**config.mk**
```make
export PLATFORM = sky130hd
export DESIGN_NAME = seg7_scan_driver
export DESIGN_NICKNAME = d
export VERILOG_FILES = /design/src/rtl/seg7_scan_driver.sv
export SDC_FILE = /design/constraint.sdc
export NUM_CORES = 1
export LEC_CHECK = 0
export BUFFER_PORTS_ARGS = -buffer_cell sky130_fd_sc_hd__buf_2
export CELL_PAD_IN_SITES_DETAIL_PLACEMENT = 2
export CELL_PAD_IN_SITES_GLOBAL_PLACEMENT = 2
export CORE_UTILIZATION = 37
export DETAILED_ROUTE_END_ITERATION = 16
export GPL_TIMING_DRIVEN = 0
export HOLD_SLACK_MARGIN = 0.06
export PLACE_DENSITY = 0.88
export SLEW_MARGIN = 20
export SYNTH_ARGS = -nofsm -noshare
export SYNTH_HDL_FRONTEND = slang
export SYNTH_SLANG_ARGS = --single-unit
```
**constraint.sdc**
```tcl
create_clock -name clk -period 6.8 [get_ports clk]
set_input_delay 0.68 -clock clk [delete_from_list [all_inputs] [get_ports clk]]
set_output_delay 0.68 -clock clk [all_outputs]
set_load 0.02 [all_outputs]
```
**src/rtl/seg7_scan_driver.sv**
```systemverilog
// Purpose : time-multiplexed driver for a 4-digit common-anode 7-segment display (MM:SS BCD).
// Latency : an/seg/dp/frame_tick are registered, one clk after the scan state they reflect.
// Backpr. : none; free-running scan, time_data is sampled once per frame and never stalls.
//
// Ports
//   clk         system clock
//   reset       synchronous, active-high reset
//   time_data   BCD word {d3,d2,d1,d0}, d0 = units of seconds
//   display_en  0 blanks the display; scan counters and latching continue
//   an          anode enables, active low, an[i] drives digit i
//   seg         segments {g,f,e,d,c,b,a}, active low
//   dp          decimal point, active low
//   frame_tick  one-cycle pulse marking the last cycle of each 4-digit frame

module seg7_scan_driver #(
   parameter int unsigned REFRESH_DIV   = 100000,
   parameter int unsigned GHOST_CYCLES  = 1000,
   parameter bit          BLANK_LEADING = 1'b1,
   parameter int unsigned DP_DIGIT      = 2
) (
   input  logic        clk,
   input  logic        reset,
   input  logic [15:0] time_data,
   input  logic        display_en,
   output logic [3:0]  an,
   output logic [6:0]  seg,
   output logic        dp,
   output logic        frame_tick
);

   localparam int unsigned CNT_W = (REFRESH_DIV > 2) ? $clog2(REFRESH_DIV) : 1;

   localparam logic [CNT_W-1:0] TICK_LAST = CNT_W'(REFRESH_DIV - 1);
   localparam logic [CNT_W-1:0] GHOST_TH  = CNT_W'(GHOST_CYCLES);
   localparam logic [1:0]       DP_IDX    = 2'(DP_DIGIT);

   localparam logic [3:0] AN_OFF  = 4'hF;
   localparam logic [6:0] SEG_OFF = 7'h7F;

   // Scan state
   logic [CNT_W-1:0] tick_cnt_q, tick_cnt_d;
   logic [1:0]       digit_idx_q, digit_idx_d;
   logic [15:0]      shadow_q, shadow_d;

   // Registered outputs
   logic [3:0]       an_q, an_d;
   logic [6:0]       seg_q, seg_d;
   logic             dp_q, dp_d;
   logic             frame_tick_q, frame_tick_d;

   logic             slot_last;
   logic             frame_last;
   logic [3:0]       nibble;

   // BCD to active-low segments; anything above 9 renders as a dash.
   function automatic logic [6:0] enc(input logic [3:0] val);
      logic [6:0] s;
      case (val)
         4'd0:    s = 7'h40;
         4'd1:    s = 7'h79;
         4'd2:    s = 7'h24;
         4'd3:    s = 7'h30;
         4'd4:    s = 7'h19;
         4'd5:    s = 7'h12;
         4'd6:    s = 7'h02;
         4'd7:    s = 7'h78;
         4'd8:    s = 7'h00;
         4'd9:    s = 7'h10;
         default: s = 7'h3F;
      endcase
      return s;
   endfunction

   assign slot_last  = (tick_cnt_q == TICK_LAST);
   assign frame_last = slot_last && (digit_idx_q == 2'd3);

   // Scan counters and frame-synchronous latch. The shadow word only changes
   // on the final cycle of digit 3, so a frame never mixes two time values.
   always_comb begin
      tick_cnt_d  = tick_cnt_q + CNT_W'(1);
      digit_idx_d = digit_idx_q;
      shadow_d    = shadow_q;
      if (slot_last) begin
         tick_cnt_d  = '0;
         digit_idx_d = digit_idx_q + 2'd1;
      end
      if (frame_last) begin
         shadow_d = time_data;
      end
   end

   always_comb begin
      case (digit_idx_q)
         2'd0:    nibble = shadow_q[3:0];
         2'd1:    nibble = shadow_q[7:4];
         2'd2:    nibble = shadow_q[11:8];
         default: nibble = shadow_q[15:12];
      endcase
   end

   // Output decode. The first GHOST_CYCLES of every slot keep all anodes off
   // so the previous digit's segments cannot bleed into the new digit.
   always_comb begin
      an_d         = AN_OFF;
      seg_d        = SEG_OFF;
      dp_d         = 1'b1;
      frame_tick_d = frame_last;
      if (display_en && (tick_cnt_q >= GHOST_TH)) begin
         an_d = ~(4'b0001 << digit_idx_q);
         // Leading-zero blanking keeps the anode driven with all segments off,
         // which preserves the per-digit duty cycle.
         if (!(BLANK_LEADING && (digit_idx_q == 2'd3) && (nibble == 4'd0))) begin
            seg_d = enc(nibble);
            dp_d  = (digit_idx_q != DP_IDX);
         end
      end
   end

   always_ff @(posedge clk) begin
      if (reset) begin
         tick_cnt_q   <= '0;
         digit_idx_q  <= 2'd0;
         shadow_q     <= 16'h0000;
         an_q         <= AN_OFF;
         seg_q        <= SEG_OFF;
         dp_q         <= 1'b1;
         frame_tick_q <= 1'b0;
      end else begin
         tick_cnt_q   <= tick_cnt_d;
         digit_idx_q  <= digit_idx_d;
         shadow_q     <= shadow_d;
         an_q         <= an_d;
         seg_q        <= seg_d;
         dp_q         <= dp_d;
         frame_tick_q <= frame_tick_d;
      end
   end

   assign an         = an_q;
   assign seg        = seg_q;
   assign dp         = dp_q;
   assign frame_tick = frame_tick_q;

endmodule

```
==> out/metrics.csv <==
stage,metric,value,unit
power_and_ir_drop,Max rail drop VDD,0.0000785,V
detailed_routing,via count,2049,
clock_tree,clk_lat worst skew,0.31,ns
timing,worst-margin pin slew,0.587,ns
clock_tree,CTS tree,yes,
detailed_routing,vias per cell,5.69,
floorplan,Initial Util,38.4,%
global_route,initial antenna violation count,0,
global_route,vias in the first global route,2137,
detailed_routing,DR pass1 iterations,4,
placement,DP Area,0.00253,sq mm
detailed_routing,Remaining DRCs,0,
timing,Final Setup Violations,0,
clock_tree,setup bufs post-CTS,0,
yosys,"FF+latch count, synth",48,
global_route,grt ovf,0,
cells_and_area,most frequent cells in the layout,"dfxtp_1 (48), buf_2 (34), a21oi_1 (26)",
timing,worst relative slew slack,60.5,%
placement,RePlAce Congestion,0.779,
yosys,number of synthesized flops with an enable pin,0,
clock_tree,post-CTS resize count,0,
clock_tree,Root Driver,clkbuf_8,
cells_and_area,fillers,692,
setup_path,crit path max fanout,10,
timing,Final Hold Slack,0.478,ns
floorplan,core area,0.00596,sq mm
timing,final period utilization,44.8,%
detailed_routing,ANT nets after route,0,
yosys,Post-Synthesis Cell Area,0.00228,sq mm
global_route,first-pass GRT wire length,10.7,mm
floorplan,std cell rows,28,
yosys,async set-reset flop share out of synthesis,0,%
global_route,GR Util All Layers,21.7,%
placement,port bufs,31,
run_status,status,finished clean,
clock_tree,CTS sink cnt,48,
yosys,average size of a mapped cell,9.18,sq um
timing,RSZ-0062 raised after global routing,false,
cells_and_area,"commonest non-fill, non-tap cell in the layout",dfxtp_1,
clock_tree,H-tree lvl count,2,
cells_and_area,n_diodes,0,
clock_tree,CTS Buffer Depth,2,
setup_path,arrival time at the worst endpoint,3.19,ns
cells_and_area,layout cells sized above 1,19.6,%
power_and_ir_drop,Leakage,0.959,nW
placement,DP HPWL,4.95,mm
floorplan,# IOs,32,
min_path,Hold WC Path Type,flip-flop to flip-flop,
detailed_routing,drt total wl,6.46,mm
setup_path,WS Path Type,flip-flop to flip-flop,
setup_path,Worst Path Required,6.95,ns
clock_tree,total CTS buffers,5,
timing,"Hold Violations, Final",0,
setup_path,CP Launch Type,flip-flop,
timing,fmax,328,MHz
detailed_routing,routed len/inst,17.9,microns
flow_run,max-cap violations,0,
clock_tree,clock transition at the registers of the reported paths,0.09,ns
global_route,largest net degree at the start of global routing,13,
yosys,sequential area share after synthesis,42.1,%
cells_and_area,design area,0.00260,sq mm
power_and_ir_drop,pwr dens,175,mW/mm^2
cells_and_area,sequential cell area,961,sq um
placement,dpl ws,3.74,ns
yosys,Yosys warning count,0,
setup_path,Setup crit end kind,flip-flop,
floorplan,Die Ht,80.6,microns
timing,Setup TNS Final,0,ns
timing,Slew Limit Fails,0,
timing,Final Critical Period,3.04,ns
floorplan,die extent in x,80.6,microns
cells_and_area,Layout area overhead,13.9,%
detailed_routing,Starting DRT DRC Count,92,
yosys,"Distinct cells, synth",45,
yosys,Mapped Cells,249,
timing,"Worst Setup Slack, final",3.76,ns
floorplan,die area,0.00649,sq mm
yosys,ys flop type,dfxtp_1,
cells_and_area,area of the multi-input gates,0.00116,sq mm
yosys,syn_nets,279,
clock_tree,hold_buf cts,0,
cells_and_area,nets,317,
timing,Clock Skew,0.00680,ns
==> final cells by class <==
type	count	area share (%)
tap	75	3.61
sequential	48	36.9
clock buffer	5	2.64
multi-input combinational	173	44.7
timing repair buffer	31	5.96
inverter	14	2.02
buffer	14	4.18
==> worst max-delay path: stages, from the launching register on <==
cell and delay (ns):
dfxtp_1 0.39, ha_1 0.31, buf_2 0.28, inv_1 0.18, a21oi_1 0.38, inv_1 0.15
ha_1 0.24, nand2b_1 0.20, inv_1 0.07, o221ai_1 0.43, o311ai_0 0.26
==> per-layer routing <==
metal | share of wire (%) | GRT usage [%] | vias to the layer above
met2 | 49 | 37.5 | 39
met5 | 0 | 0 | -
met4 | 1.6 | 5.89 | 0
li1 | - | - | 981
met1 | 47 | 27.3 | 1017
met3 | 2.7 | 4.09 | 12
==> cell usage after synthesis (3+ instances only) <==
| cell | number | area (sq um) |
|---|---|---|
| o21ai_0 | 16 | 80.1 |
| o211ai_1 | 4 | 30.0 |
| a22oi_1 | 4 | 30.0 |
| buf_6 | 4 | 45.0 |
| nand4_1 | 20 | 125 |
| xor2_1 | 6 | 52.6 |
| xnor2_1 | 6 | 52.6 |
| inv_1 | 14 | 52.6 |
| nand3_1 | 7 | 35.0 |
| o31ai_1 | 4 | 30.0 |
| ha_1 | 11 | 138 |
| or4_1 | 4 | 30.0 |
| nor2_1 | 16 | 60.1 |
| clkbuf_1 | 3 | 11.3 |
| nand2_1 | 9 | 33.8 |
| and3_1 | 4 | 25.0 |
| a21oi_1 | 26 | 130 |
| nand2b_1 | 3 | 18.8 |
| dfxtp_1 | 48 | 961 |
| buf_2 | 3 | 15.0 |
| mux2i_1 | 4 | 40.0 |
| nor3_1 | 3 | 15.0 |
==> worst paths after layout <==
check / start / to / slack (ns) / cells past startpoint
worst min register to register: tick_cnt_q[0] / tick_cnt_q[0] / 0.48 / 1
worst min-delay path: tick_cnt_q[0] / tick_cnt_q[0] / 0.48 / 1
worst max register to register: digit_idx_q[1] / seg[2] / 3.76 / 10
worst max-delay path: digit_idx_q[1] / seg[2] / 3.76 / 10
==> metrics by stage <==
stage / total power (W) / std cells / util (%)
CTS: 0.000463 / 360 / 43.7
global route: 0.000472 / 360 / 43.7
global placement: 0.000304 / 355 / 42.5
detailed placement: 0.000304 / 355 / 42.5
finish: 0.000455 / 360 / 43.7
floorplan: 0.000296 / 249 / -
==> state kept, by name, indices dropped and copies added (netlist names) <==
register and cells:
seg 7, digit_idx_q 2, shadow_q 16, tick_cnt_q 17, an 4, frame_tick 1, dp 1
==> where the power goes <==
group          switching [W]  total [W]  internal [W]
Clock              0.0000910   0.000158     0.0000665
Combinational     0.00000752  0.0000135    0.00000602
Sequential        0.00000177   0.000284      0.000282
==> kinds of logic (layout without fill, tap and decap cells) <==
| group | count (synthesis) | after routing | synth area share [%] |
|---|---|---|---|
| multiplexers | 4 | 4 | 1.75 |
| adder cells (fa/ha/maj) | 11 | 11 | 6.02 |
| flip-flops | 48 | 48 | 42.1 |
| AO/OA/AOI/OAI | 66 | 66 | 18.1 |
| buffers and inverters | 28 | 64 | 7.06 |
| XOR/XNOR | 12 | 12 | 4.60 |
| AND/OR/NAND/NOR | 80 | 80 | 20.4 |
No activity file was read; power rests on OpenSTA's default activity.
